[config.mk]
export PLATFORM = sky130hd
export DESIGN_NAME = multi_clock_divider
export DESIGN_NICKNAME = d
export VERILOG_FILES = /design/src/rtl/clkdiv_pkg.sv /design/src/rtl/clkdiv_channel.sv /design/src/rtl/multi_clock_divider.sv
export SDC_FILE = /design/constraint.sdc
export NUM_CORES = 1
export LEC_CHECK = 0
export CELL_PAD_IN_SITES_DETAIL_PLACEMENT = 1
export CELL_PAD_IN_SITES_GLOBAL_PLACEMENT = 1
export CORE_UTILIZATION = 49
export CTS_CLUSTER_SIZE = 25
export DETAILED_ROUTE_END_ITERATION = 7
export PLACE_DENSITY = 0.8
export RECOVER_POWER = 50
export SYNTH_ARGS = -nofsm -noshare
export SYNTH_HDL_FRONTEND = slang
export SYNTH_HIERARCHICAL = 1
export SYNTH_SLANG_ARGS = --single-unit
[constraint.sdc]
create_clock -name clk -period 4.05 [get_ports clk]
set_input_delay 0.405 -clock clk [delete_from_list [all_inputs] [get_ports clk]]
set_output_delay 0.405 -clock clk [all_outputs]
set_load 0.1 [all_outputs]
[src/rtl/clkdiv_pkg.sv]
`default_nettype none
// ============================================================================
// Module      : clkdiv_pkg
// Description : Register map and control-bit positions for multi_clock_divider.
// Revision    : 1.0 - initial release
// ============================================================================
package clkdiv_pkg;

    localparam logic [1:0] REG_DIV   = 2'd0;
    localparam logic [1:0] REG_CTRL  = 2'd1;
    localparam logic [1:0] REG_COUNT = 2'd2;
    localparam logic [1:0] REG_SYNC  = 2'd3;

    localparam int EN_BIT  = 0;
    localparam int POL_BIT = 1;

endpackage
`default_nettype wire

[src/rtl/clkdiv_channel.sv]
`default_nettype none
// ============================================================================
// Module      : clkdiv_channel
// Description : One divider channel: half-period counter, output phase, tick.
// Revision    : 1.0 - initial release
// ============================================================================
module clkdiv_channel #(
    parameter int CNT_W = 25
) (
    input  logic             clk,
    input  logic             reset_n,
    input  logic [CNT_W-1:0] div,
    input  logic             en,
    input  logic             pol,
    input  logic             load,
    input  logic             sync,
    output logic             clk_out,
    output logic             tick,
    output logic [CNT_W-1:0] count
);

    logic [CNT_W-1:0] w_term;
    logic [CNT_W-1:0] r_count;
    logic             r_phase;
    logic             r_tick;

    // Divisors 0 and 1 both mean "toggle every clk", so the terminal value never underflows.
    assign w_term = (div < CNT_W'(2)) ? '0 : div - CNT_W'(1);

    always_ff @(posedge clk or negedge reset_n) begin
        if (!reset_n) begin
            r_count <= '0;
            r_phase <= 1'b0;
            r_tick  <= 1'b0;
        end else if (sync || !en) begin
            r_count <= '0;
            r_phase <= 1'b0;
            r_tick  <= 1'b0;
        end else if (load) begin
            r_count <= '0;
            r_tick  <= 1'b0;
        end else if (r_count == w_term) begin
            r_count <= '0;
            r_phase <= ~r_phase;
            r_tick  <= 1'b1;
        end else begin
            r_count <= r_count + CNT_W'(1);
            r_tick  <= 1'b0;
        end
    end

    // Polarity is applied outside the phase so a POL write inverts without disturbing the count.
    assign clk_out = r_phase ^ pol;
    assign tick    = r_tick;
    assign count   = r_count;

endmodule
`default_nettype wire

[src/rtl/multi_clock_divider.sv]
`default_nettype none
// ============================================================================
// Module      : multi_clock_divider
// Description : Avalon-MM slave with NUM_CH programmable divided clocks.
// Revision    : 1.0 - initial release
// ============================================================================
module multi_clock_divider
    import clkdiv_pkg::*;
#(
    parameter  int NUM_CH    = 4,
    parameter  int CNT_W     = 25,
    parameter  int DIV_RESET = 6,
    parameter  int EN_RESET  = 1,
    localparam int CH_W      = (NUM_CH > 1) ? $clog2(NUM_CH) : 1
) (
    input  logic              clk,
    input  logic              reset_n,
    input  logic              chipselect,
    input  logic [CH_W+1:0]   address,
    input  logic              write,
    input  logic [31:0]       writedata,
    input  logic              read,
    output logic [31:0]       readdata,
    output logic [NUM_CH-1:0] clk_out,
    output logic [NUM_CH-1:0] tick
);

    logic [CH_W-1:0]   w_ch;
    logic [1:0]        w_reg;
    logic              w_wr;
    logic              w_rd;
    logic              w_ch_ok;
    logic [NUM_CH-1:0] w_load;
    logic [NUM_CH-1:0] w_sync;
    logic [31:0]       w_rdata;
    logic              w_unused;

    logic [CNT_W-1:0]  r_div   [NUM_CH];
    logic [CNT_W-1:0]  w_count [NUM_CH];
    logic [NUM_CH-1:0] r_en;
    logic [NUM_CH-1:0] r_pol;

    assign w_ch     = address[CH_W+1:2];
    assign w_reg    = address[1:0];
    assign w_wr     = chipselect & write;
    assign w_rd     = chipselect & read;
    assign w_ch_ok  = (int'(w_ch) < NUM_CH);
    assign w_unused = ^writedata;

    // SYNC is honoured at any channel address; the mask selects the channels.
    assign w_sync = (w_wr && (w_reg == REG_SYNC)) ? writedata[NUM_CH-1:0] : '0;

    always_comb begin
        w_load = '0;
        for (int i = 0; i < NUM_CH; i++) begin
            w_load[i] = w_wr && (w_reg == REG_DIV) && (w_ch == CH_W'(i));
        end
    end

    always_ff @(posedge clk or negedge reset_n) begin
        if (!reset_n) begin
            for (int i = 0; i < NUM_CH; i++) begin
                r_div[i] <= CNT_W'(DIV_RESET);
            end
            r_en  <= (EN_RESET != 0) ? '1 : '0;
            r_pol <= '0;
        end else if (w_wr && w_ch_ok) begin
            for (int i = 0; i < NUM_CH; i++) begin
                if (w_ch == CH_W'(i)) begin
                    if (w_reg == REG_DIV) begin
                        r_div[i] <= writedata[CNT_W-1:0];
                    end
                    if (w_reg == REG_CTRL) begin
                        r_en[i]  <= writedata[EN_BIT];
                        r_pol[i] <= writedata[POL_BIT];
                    end
                end
            end
        end
    end

    always_comb begin
        w_rdata = '0;
        for (int i = 0; i < NUM_CH; i++) begin
            if (w_ch == CH_W'(i)) begin
                case (w_reg)
                    REG_DIV:   w_rdata = 32'(r_div[i]);
                    REG_CTRL: begin
                        w_rdata[EN_BIT]  = r_en[i];
                        w_rdata[POL_BIT] = r_pol[i];
                    end
                    REG_COUNT: w_rdata = 32'(w_count[i]);
                    default:   w_rdata = '0;
                endcase
            end
        end
    end

    // Reads sample pre-edge state, so a same-cycle write is seen only by the next read.
    always_ff @(posedge clk or negedge reset_n) begin
        if (!reset_n) begin
            readdata <= '0;
        end else if (w_rd) begin
            readdata <= w_rdata;
        end
    end

    for (genvar i = 0; i < NUM_CH; i++) begin : g_ch
        clkdiv_channel #(
            .CNT_W(CNT_W)
        ) u_ch (
            .clk     (clk),
            .reset_n (reset_n),
            .div     (r_div[i]),
            .en      (r_en[i]),
            .pol     (r_pol[i]),
            .load    (w_load[i]),
            .sync    (w_sync[i]),
            .clk_out (clk_out[i]),
            .tick    (tick[i]),
            .count   (w_count[i])
        );
    end

endmodule
`default_nettype wire

==> results by group, run 1 <==
Worst setup path
  • Largest delay contributor family on the critical path: simple AND/OR/NAND/NOR gates
  • Largest driver fanout on the critical path: 24
  • Worst setup path category: flip-flop to flip-flop
  • Worst-path cell chain: nor4_2 -> a21oi_1 -> or4_2 -> o311a_1 -> a2111oi_0 -> o311ai_2 -> o21ai_2 -> buf_4 -> nor2_1
  • Critical register-to-register path startpoint: r_div[30]$_DFFE_PN0P_
  • Required time of the worst setup path: about 4.5 ns
  • Worst path slowest cell: nor4_2
  • CP arrival: roughly 4.2 ns
  • Largest incremental delay on the critical path: approximately 0.73 ns
  • Critical path capture point type: flip-flop
  • Startpoint type of the worst setup path: flip-flop
  • Launch point of the worst path: r_div[30]$_DFFE_PN0P_
  • Number of buffers and inverters on the critical path: 1

Floorplan
  • Die span in x: between 150 and 200 um
  • Initial Util: between 50% and 60%
  • Core Footprint: between 30000 and 40000 sq um
  • Placement Rows: a little under 70
  • Area enclosed by the die boundary: between 30000 and 40000 sq um
  • I/O pin total: a little over 80
  • Vert. Die Dim: ~190 um

Global routing
  • Vias in the first global route: 16161
  • Initial antenna violation count: 4
  • Total routing usage reported by global routing: 35.3%
  • Global-route congestion overflow total: 0
  • First-pass GRT wire length: 98300 um
  • Largest net degree at the start of global routing: 92

Final layout
  • Layout Nets: roughly 1900
  • Area delta synth->final: 10.7%
  • Final standard cell utilization of the core: between 50% and 60%
  • Fraction of layout cells with a size suffix above 1: a little under a fifth

Clock tree
  • Clock transition at the registers of the reported paths: approximately 0.06 ns
  • CTS buffer count: 28
  • Count of clock tree sinks: about 240
  • CTS tree: yes
  • Clock tree root buffer cell: clkbuf_16
  • Maximum clock path buffer count: 3
  • Number of H-tree levels: 1
  • Insertion delay to the later sink of the worst-skew pair: 0.57 ns

STA
  • Final slew viol count: approximately 120
  • Min cycle time layout: 3.79 ns
  • Count of final hold-check violations: 0
  • Tightest hold margin: ~0.47 ns
  • Timing-limited maximum frequency: around 0.26 GHz
  • Worst Max-Slew Pin Slew: around 2.4 ns
  • Final Setup Violations: 0
  • Unrepaired setup endpoints after global routing: false
  • Worst Skew: 0.0202 ns
  • Slew margin rel.: -61.7%
  • Portion of the clock cycle consumed by the worst path in the final layout: between 90% and 100%
  • Summed negative setup slack over all endpoints: 0 ns

Synth
  • Xor/xnor share of the synthesized area: under 10%
  • Number of synthesized flops with an enable pin: 0
  • Netlist area before placement: about 18000 sq um
  • Fraction of registers with async set or reset after synthesis: 100%
  • Fraction of the mapped netlist area in adder cells: less than 1%
  • Yosys warning count: 6
  • Unique cell type count in the Yosys netlist: between 80 and 90
  • Compound-cell area share of the yosys netlist: between 10 and 15%
  • Synthesis-stage register bit count: between 200 and 250
  • Multiplexer area fraction after synthesis: 13.0%
  • Portion of the post-synthesis area used by sequential elements: between 30% and 40%
  • Top flip-flop cell by instance count after synthesis: dfrtp_1
  • Synthesized instance count: roughly 1800
  • Average instance area after synthesis: 9.65 sq um
  • Combinational family with the most area after synthesis: simple AND/OR/NAND/NOR gates
  • Simple-gate share of the synthesized area: 24.5%

Status
  • Status: finished, violations left
  • Failing checks: max-capacitance violations, max-slew violations

Power
  • Power Dens Cells: ~440 nW/um^2
  • Max rail drop VDD: approximately 0.47 mV
  • Total power draw: around 0.0086 W
  • Static leakage power: approximately 7.9 nW

Drt
  • Drt first pass iters: 8
  • Met2 wire len: 29700 um
  • Post-detailed-route wirelength per cell: about 27 um
  • First DRT Iteration DRCs: about 1600
  • Detail Route met3 WL: roughly 5500 um
  • Post-route DRC violation count: 0
  • Via-to-Cell Ratio: 6.66
  • Top routing layer used: met5
  • Antenna Violating Nets Remaining: 0
  • Wire length reported by the detailed router: 63900 um
  • Post-route met1 wirelength: 25700 um
  • Vias: between 15000 and 20000

Run
  • Number of max-cap violations: 2

Min path
  • Type of the most critical hold path: flip-flop to flip-flop
  • Min-delay src: readdata[12]$_DFFE_PN0P_

Placement
  • Port-buffer cells: 66
  • Dpl hpwl: 47200 um
  • Weighted congestion at the end of routability-driven global placement: 1.03
-- path summary, 6_finish.rpt --
check                                                    to  slack [ns]  depth (start not counted)
setup / recovery           g_ch[2].u_ch/count[18]$_DFF_PN0_        0.26                          9
hold / removal                     readdata[12]$_DFFE_PN0P_        0.47                          2
setup reg to reg           g_ch[2].u_ch/count[18]$_DFF_PN0_        0.26                          9
max in group asynchronous  g_ch[3].u_ch/r_phase$_DFFE_PN0P_        1.03                          3
hold reg to reg                    readdata[12]$_DFFE_PN0P_        0.47                          2
min in group asynchronous  g_ch[0].u_ch/count[20]$_DFF_PN0_        1.08                          2
-- layout make-up --
class                   count  area [sq um]
diodes                      1          2.50
clock buffers              47           863
clock inverters             3          40.0
fillers                  3949         15400
inverters                  48           180
multi-input cells        1436         10600
flip-flops and latches    241          6050
well taps                 455           569
repair buffers            130          1170
-- metal layers --
layer / up-vias / GRT usage [%]
li1: 6874 / -
met5: - / 0
met4: 2 / 12.9
met2: 667 / 58.2
met3: 182 / 8.17
met1: 8004 / 45.0
-- power by group --
part           switching [W]  total (W)  internal [W]
clock                0.00105    0.00255       0.00150
combinational        0.00175    0.00288       0.00113
sequential          0.000536    0.00321       0.00267
-- registers in the layout (all words and copies together) (netlist names) --
name / flops
g_ch.u_ch/count: 100
g_ch.u_ch/tick: 4
r_div: 100
r_en: 4
g_ch.u_ch/r_phase: 4
r_pol: 4
readdata: 25
-- cell usage in the layout, fill, tap and decap left out, drive strengths merged, types with 16 or more instances in the layout --
cell type / netlist / routed
mux2i: 86 / 86
inv: 47 / 47
buf: 68 / 61
xnor2: 72 / 72
o31ai: 16 / 16
nor2b: 19 / 19
or3: 28 / 28
a32oi: 16 / 16
nor4b: 21 / 21
and3: 36 / 36
nor2: 172 / 172
clkbuf: 28 / 52
dfrtp: 229 / 229
nand2: 99 / 99
nor3: 75 / 75
xor2: 112 / 112
nand4: 33 / 33
clkdlybuf4s50: 0 / 62
o21ai: 65 / 65
a31oi: 21 / 21
o22ai: 39 / 39
nand3: 72 / 72
mux2: 125 / 125
nor3b: 18 / 18
nand2b: 17 / 17
a21oi: 28 / 28
or4: 36 / 36
nor4: 42 / 42
a221oi: 16 / 16
-- logic make-up (layout without fill, tap and decap cells) --
family / count (synthesis) / in the layout
AOI/OAI and AO/OA: 300 / 300
adders and majority gates: 8 / 8
DFF: 241 / 241
xor gates and xnor gates: 188 / 188
buffers and inverters: 148 / 228
other: 1 / 8
muxes: 212 / 212
and+or+nand+nor: 721 / 721
-- synth_stat cells (17+ instances only) --
cell type    n  area (sq um)
mux2_2     125          1410
inv_1       47           176
nand3_1     66           330
dfrtp_1    229          5730
and3_1      32           200
or3_1       19           119
nand2_1     97           364
xnor2_1     72           631
nor2_1     169           634
mux2i_1     86           861
xor2_1     112           981
nor2b_1     19           119
nor3b_1     18           135
clkbuf_1    20          75.1
nor4_1      26           163
buf_4       27           203
buf_2       29           145
o22ai_1     39           244
a21oi_1     24           120
nand2b_1    17           106
or4_1       24           180
nor3_1      60           300
o21ai_0     54           270
nor4b_1     17           149
nand4_1     29           181
a31oi_1     21           131
-- worst min-delay path: stages (launching register included) --
cell and delay (ns):
dfrtp_1 0.34, nand2_1 0.05, nand2_1 0.05
-- what timing repair did --
item	in CTS	in global routing
setup endpoints to repair	0	42
setup buffers	0	8
hold buffers	1	0
hold endpoints to repair	81	0
resized for setup	0	4
-- stage by stage --
stage                     cell area (sq um)  setup slack [ns]  std cells
after global placement                18500             0.390       2301
after detailed placement              18500             0.212       2301
final                                 19400             0.260       2361
after global routing                  19400          0.000312       2360
after floorplan                       17600             0.694       1825
after CTS                             19400             0.242       2352
Note: power is estimated with default switching activity, not from simulation.
==> run 2: changes to the inputs <==
Settings changed: CORE_UTILIZATION 49 to 48, REMOVE_ABC_BUFFERS set to 1, SYNTH_HIERARCHICAL 1 to not set.
==> results by group, run 2 <==
STA
  • Slew margin rel.: -50.0% (+12 points)
  • Count of final hold-check violations: 0 (unchanged)
  • Final Setup Violations: 0 (unchanged)
  • Unrepaired setup endpoints after global routing: false
  • Worst Max-Slew Pin Slew: 2.25 ns (-0.176 ns)
  • Final slew viol count: 117 (-0.85%)
  • Min cycle time layout: 3.91 ns (+0.118 ns)
  • Portion of the clock cycle consumed by the worst path in the final layout: 96.5% (+2.9 points)
  • Tightest hold margin: 0.539 ns (+0.0645 ns)
  • Worst Skew: 0.0244 ns (+0.00424 ns)
  • Timing-limited maximum frequency: 0.256 GHz (-3.0%)

Final layout
  • Area delta synth->final: 13.2%
  • Fraction of layout cells with a size suffix above 1: 12.7% (-5.7 points)
  • Final std cell area, no fill: 19200 sq um (-1.1%)
  • Layout Nets: 2021 (+4.5%)
  • Final-layout fill cell count: 4009 (+1.5%)
  • Commonest non-fill, non-tap cell in the layout: dfrtp_1
  • Most frequent cells in the layout: dfrtp_1, nor2_1, nand2_1

Worst setup path
  • Worst setup path category: flip-flop to flip-flop
  • Largest driver fanout on the critical path: 8 (-67%)
  • Worst-path cell chain: inv_1 -> ha_1 -> or3b_2 -> or2_2 -> nor4_1 -> xnor2_1 -> a31oi_1 -> or4_1 -> or4_1 -> or3_1 -> a21oi_1
  • Worst path slowest cell: or4_1
  • Number of buffers and inverters on the critical path: 1 (unchanged)
  • Startpoint type of the worst setup path: flip-flop
  • CP Capture Point: g_ch[3].u_ch.r_phase$_DFFE_PN0P_
  • Largest delay contributor family on the critical path: simple AND/OR/NAND/NOR gates
  • Levels on crit path: 11 (+2)
  • Terminus of the critical flop-to-flop path: g_ch[3].u_ch.r_phase$_DFFE_PN0P_
  • Launch point of the worst path: r_div[0]$_DFFE_PN0P_
  • Largest incremental delay on the critical path: 0.65 ns (-0.08 ns)
  • R2R cell count: 11 (+2)
  • Critical path capture point type: flip-flop
  • CP arrival: 4.42 ns (+0.19 ns)
  • Critical register-to-register path startpoint: r_div[0]$_DFFE_PN0P_
  • Minimum setup slack among reg-to-reg paths: 0.14 ns (-0.12 ns)
  • Required time of the worst setup path: 4.56 ns (+0.07 ns)
  • Cell repeated most along the worst path: or4_1

Synth
  • Netlist area before placement: 17000 sq um (-3.2%)
  • Unique cell type count in the Yosys netlist: 82 (-5.7%)
  • Synthesized instance count: 1948 (+7.1%)
  • Yosys warning count: 0 (-6)
  • Share of the synthesized area in the top cell type: 33.7% (+1.1 points)
  • Top flip-flop cell by instance count after synthesis: dfrtp_1
  • Most common library cells after synthesis: dfrtp_1, nor2_1, nand2_1
  • Number of synthesized flops with an enable pin: 0 (unchanged)
  • Portion of the post-synthesis area used by sequential elements: 35.6% (+1.1 points)
  • Yosys top cell by area: dfrtp_1
  • Average instance area after synthesis: 8.72 sq um (-9.6%)
  • Fraction of registers with async set or reset after synthesis: 100% (unchanged)
  • Synthesis-stage register bit count: 241 (unchanged)
  • Cells taking the most area after synthesis: dfrtp_1, mux2i_1, xnor2_1
  • Most frequently used cell type in the post-synthesis netlist: dfrtp_1

Placement
  • Port-buffer cells: 66 (unchanged)
  • Post-place instance area: 18200 sq um (-1.3%)
  • Weighted congestion at the end of routability-driven global placement: 0.986 (-3.9%)
  • Dpl hpwl: 46500 um (-1.5%)

Status
  • Status: finished, violations left
  • Failing checks: max-capacitance violations, max-slew violations

Global routing
  • Vias in the first global route: 16285 (+0.77%)
  • Largest net degree at the start of global routing: 88 (-4.3%)
  • Global-route congestion overflow total: 0 (unchanged)
  • Total routing usage reported by global routing: 34.9% (-0.40 points)
  • Initial antenna violation count: 1 (-3)
  • First-pass GRT wire length: 96700 um (-1.7%)

Clock tree
  • CTS buffer count: 28 (unchanged)
  • Count of clock tree sinks: 241 (unchanged)
  • Insertion delay to the later sink of the worst-skew pair: 0.59 ns (+0.02 ns)
  • CTS tree: yes
  • Maximum clock path buffer count: 3 (unchanged)
  • Clock transition at the registers of the reported paths: 0.06 ns (about the same)
  • Clock tree root buffer cell: clkbuf_16
  • Number of H-tree levels: 1 (unchanged)

Floorplan
  • Vert. Die Dim: 190 um (-0.59%)
  • Placement Rows: 68 (unchanged)
  • Die span in x: 190 um (-0.59%)
  • Area enclosed by the die boundary: 36200 sq um (-1.2%)
  • Core Footprint: 34700 sq um (-0.49%)
  • I/O pin total: 81 (unchanged)
  • Initial Util: 49.0% (-1.4 points)

Drt
  • Via-to-Cell Ratio: 6.46 (-3.1%)
  • Antenna Violating Nets Remaining: 0 (unchanged)
  • Post-route DRC violation count: 0 (unchanged)
  • Drt first pass iters: 5 (-3)
  • Wire length reported by the detailed router: 62600 um (-2.1%)
  • Post-detailed-route wirelength per cell: 25.5 um (-5.7%)
  • Vias: 15824 (+0.60%)
  • First DRT Iteration DRCs: 1241 (-21%)

Power
  • Power Dens Cells: 451 nW/um^2 (+1.6%)
  • Static leakage power: 7.69 nW (-2.7%)
  • Max rail drop VDD: 0.389 mV (-17%)

Min path
  • Min-delay src: readdata[0]$_DFFE_PN0P_
  • Type of the most critical hold path: flip-flop to flip-flop

Run
  • Number of max-cap violations: 2 (unchanged)
run 2: cell count changes after synthesis, sizes merged, moves of 33 or more:
cell    before  now
clkbuf      28  128
nand2       99  157
mux2       125   81
nor3        75  115
xnor2       72  105
xor2       112   79
run 2: kinds of logic after synthesis:
kind of cell	synth area share, %
AND/OR/NAND/NOR	25.1
flip-flops	35.6
AO/OA/AOI/OAI	12.1
adder cells (fa/ha/maj)	0.589
other	0.0221
XOR/XNOR	10.0
buffers and inverters	5.26
multiplexers	11.4
run 2: layout make-up:
cell class              instances  area [sq um]  area share [%]
multi-input cells            1503         10100            52.6
flip-flops and latches        241          6050            31.4
repair buffers                160          1380            7.18
clock buffers                  47           843            4.39
well taps                     455           569            2.96
inverters                      38           143           0.742
clock inverters                 5           125           0.651
diodes                          1          2.50          0.0130
run 2: metal layers:
metal / vias to the layer above / share of wire, % / GRT usage [%]
met5: - / 0.17 / 2.20
met2: 605 / 46 / 57.4
met1: 7975 / 41 / 44.1
li1: 7063 / - / -
met3: 179 / 7.6 / 7.82
met4: 2 / 4.9 / 14.3
run 2: power by group:
group	switching, W	internal [W]
Sequential	0.000426	0.00268
Clock	0.00107	0.00166
Combinational	0.00174	0.00110
Total	0.00324	0.00544
run 2: timing repair:
action,in CTS,in global routing
buffers inserted,0,2
endpoints found under the hold margin,79,0
resized for setup,0,11
endpoints found under the setup margin,0,78
hold buffers,1,0
run 2: worst min-delay path by stage:
stage | slack [ns] | end | cells past startpoint
floorplan | 0.11 | g_ch[0].u_ch.count[0]$_DFF_PN0_ | 0
global placement | 0.47 | g_ch[2].u_ch.count[12]$_DFF_PN0_ | 1
detailed placement | 0.47 | g_ch[2].u_ch.count[10]$_DFF_PN0_ | 1
CTS | 0.47 | readdata[2]$_DFFE_PN0P_ | 2
global route | 0.56 | readdata[0]$_DFFE_PN0P_ | 2
finish | 0.54 | readdata[0]$_DFFE_PN0P_ | 2
run 2: worst reg2reg max path: stages (launching register included):
cell and delay (ns):
dfrtp_1 0.41, inv_1 0.09, ha_1 0.18, or3b_2 0.59
or2_2 0.36, nor4_1 0.25, xnor2_1 0.16, a31oi_1 0.09
or4_1 0.51, or4_1 0.65, or3_1 0.40, a21oi_1 0.15
run 2: stage by stage:
step	total power, W	setup TNS [ns]	instances	utilization [%]	worst slack (ns)
floorplan	0.00481	-2.11	1782	-	-0.126
global placement	0.00579	0	2394	52.5	0.209
detailed placement	0.00589	0	2394	52.5	0.0334
CTS	0.00864	0	2447	55.4	0.0185
global route	0.00902	0	2449	55.4	0.0103
finish	0.00868	0	2450	55.4	0.142
==> run 3: changes to the inputs <==
Settings changed: CORE_UTILIZATION 48 to 49, SYNTH_HIERARCHICAL set to 1.
Clock period 4.05 ns to 4 ns, I/O delays scaled along.
==> results by group, run 3 (synthesis results as in run 1) <==
Status
  • Status: finished, violations left
  • Failing checks: max-capacitance violations, max-slew violations

Clock tree
  • Maximum clock path buffer count: 3 (unchanged)
  • Count of clock tree sinks: 241 (unchanged)
  • CTS buffer count: 28 (unchanged)
  • Clock tree root buffer cell: clkbuf_16
  • CTS tree: yes
  • Clock transition at the registers of the reported paths: 0.06 ns (about the same)
  • Insertion delay to the later sink of the worst-skew pair: 0.57 ns (-0.02 ns)
  • Number of H-tree levels: 1 (unchanged)

Drt
  • Post-detailed-route wirelength per cell: 27.0 um (+5.5%)
  • Antenna Violating Nets Remaining: 0 (unchanged)
  • Wire length reported by the detailed router: 63500 um (+1.5%)
  • Vias: 15745 (-0.50%)
  • First DRT Iteration DRCs: 1494 (+20%)
  • Post-route DRC violation count: 0 (unchanged)
  • Post-route met1 wirelength: 27000 um (+5.0%)
  • Top routing layer used: met5
  • Drt first pass iters: 5 (unchanged)
  • Detail Route met3 WL: 4460 um (-6.6%)
  • Via-to-Cell Ratio: 6.68 (+3.5%)
  • Met2 wire len: 28800 um (-0.54%)

Final layout
  • Fraction of layout cells with a size suffix above 1: 18.0% (+5.4 points)
  • Final-layout fill cell count: 3973 (-0.90%)
  • Layout Nets: 1932 (-4.4%)
  • Area delta synth->final: 10.7%
  • Most frequent cells in the layout: dfrtp_1, nor2_1, mux2_2
  • Count of inserted antenna diode cells: 0 (-1)
  • Total area of multi-input combinational cells: 10500 sq um (+4.1%)
  • Sequential cell area: 6050 sq um (unchanged)
  • Commonest non-fill, non-tap cell in the layout: dfrtp_1

STA
  • Worst Skew: 0.0153 ns (-0.00920 ns)
  • Timing-limited maximum frequency: between 0.2 and 0.3 GHz
  • Final Setup Violations: 0 (unchanged)
  • Min cycle time layout: about 3.8 ns
  • Slew margin rel.: -82.8% (-33 points)
  • Summed negative setup slack over all endpoints: 0 ns (unchanged)
  • Setup slack of the critical path after layout: 0.186 ns (+0.0440 ns)
  • Final slew viol count: 160 (+37%)
  • Tightest hold margin: 0.479 ns (-0.0602 ns)
  • Portion of the clock cycle consumed by the worst path in the final layout: between 90% and 100%
  • Unrepaired setup endpoints after global routing: false
  • Count of final hold-check violations: 0 (unchanged)
  • Worst Max-Slew Pin Slew: 2.74 ns (+0.492 ns)

Floorplan
  • Placement Rows: 68 (unchanged)
  • Initial Util: 50.3% (+1.4 points)
  • Core Footprint: 34900 sq um (+0.49%)
  • Area enclosed by the die boundary: 36600 sq um (+1.2%)
  • I/O pin total: 81 (unchanged)
  • Die span in x: 191 um (+0.59%)
  • Vert. Die Dim: 191 um (+0.59%)

Worst setup path
  • Worst-path cell chain: dlygate4sd3_1 -> clkbuf_2 -> nor3_1 -> nand3_2 -> clkbuf_1 -> inv_1 -> nor2_1 -> o21ai_2 -> buf_4 -> nor2_1
  • Required time of the worst setup path: 4.50 ns (-0.06 ns)
  • Critical path capture point type: flip-flop
  • CP arrival: 4.31 ns (-0.11 ns)
  • Cell repeated most along the worst path: nor2_1
  • Worst path slowest cell: clkbuf_1
  • Largest incremental delay on the critical path: 1.24 ns (+0.59 ns)
  • Worst setup path category: primary input to flip-flop
  • Startpoint type of the worst setup path: primary input
  • Largest driver fanout on the critical path: 28 (+20)

Power
  • Static leakage power: 7.91 nW (+2.8%)
  • Max rail drop VDD: 0.458 mV (+18%)
  • Total power draw: 0.00886 W (+2.1%)
  • Power Dens Cells: 456 nW/um^2 (+1.0%)

Global routing
  • Total routing usage reported by global routing: 35.3% (+0.40 points)
  • First-pass GRT wire length: 97700 um (+1.0%)
  • Initial antenna violation count: 5 (+4)
  • Vias in the first global route: 16014 (-1.7%)
  • Global-route congestion overflow total: 0 (unchanged)
  • Largest net degree at the start of global routing: 105 (+19%)

Placement
  • Port-buffer cells: 66 (unchanged)
  • Place WS: 0.206 ns (+0.172 ns)
  • Dpl hpwl: 46600 um (+0.23%)
  • Weighted congestion at the end of routability-driven global placement: 0.956 (-3.1%)

Min path
  • Type of the most critical hold path: flip-flop to flip-flop

Run
  • Number of max-cap violations: 3 (+1)
[run 3: power breakdown]
group	leakage, nW	switching [W]	internal (W)
sequential	3.19	0.000545	0.00271
combinational	4.25	0.00175	0.00114
clock	0.469	0.00106	0.00166
total	7.91	0.00335	0.00551
[run 3: timing repair]
item,4_1_cts,5_1_grt
setup buffers,0,5
endpoints found under the hold margin,99,0
gates resized for setup,0,2
endpoints found under the setup margin,0,47
hold buffers,1,0
[run 3: cell type report]
| cell class | instances | area share [%] |
|---|---|---|
| Clock inverter | 8 | 0.734 |
| Tap cell | 455 | 2.93 |
| Sequential cell | 241 | 31.1 |
| Clock buffer | 40 | 4.20 |
| Multi-Input combinational cell | 1436 | 54.2 |
| Inverter | 48 | 0.927 |
| Timing Repair Buffer | 128 | 5.91 |
[run 3: metrics by stage]
stage	instances	cell area, sq um	util [%]
detailed placement	2302	18500	53.0
global route	2356	19400	55.7
global placement	2302	18500	53.0
floorplan	1725	16800	-
CTS	2351	19400	55.7
finish	2356	19400	55.7
[run 3: final timing paths]
kind / from / end / slack (ns) / depth (start not counted)
worst max-delay path: address[0] / g_ch[3].u_ch/count[16]$_DFF_PN0_ / 0.19 / 10
worst min-delay path: readdata[6]$_DFFE_PN0P_ / readdata[6]$_DFFE_PN0P_ / 0.48 / 2
worst max register to register: r_div[38]$_DFFE_PN0P_ / g_ch[2].u_ch/r_phase$_DFFE_PN0P_ / 0.21 / 9
worst min register to register: readdata[6]$_DFFE_PN0P_ / readdata[6]$_DFFE_PN0P_ / 0.48 / 2
max in group asynchronous: reset_n / r_div[75]$_DFFE_PN0P_ / 0.62 / 3
min in group asynchronous: reset_n / g_ch[3].u_ch/tick$_DFF_PN0_ / 1.19 / 2
[run 3: worst max-delay path, delay by kind of cell]
kind	cells	cell delay, ns
buf+inv	5	2.95
simple gates	4	0.86
compound gates	1	0.07
[run 3: routing by layer]
metal	vias up	global-route usage, %
met2	599	55.6
met1	8109	47.4
met4	2	15.5
li1	6872	-
met3	163	6.39
met5	-	0
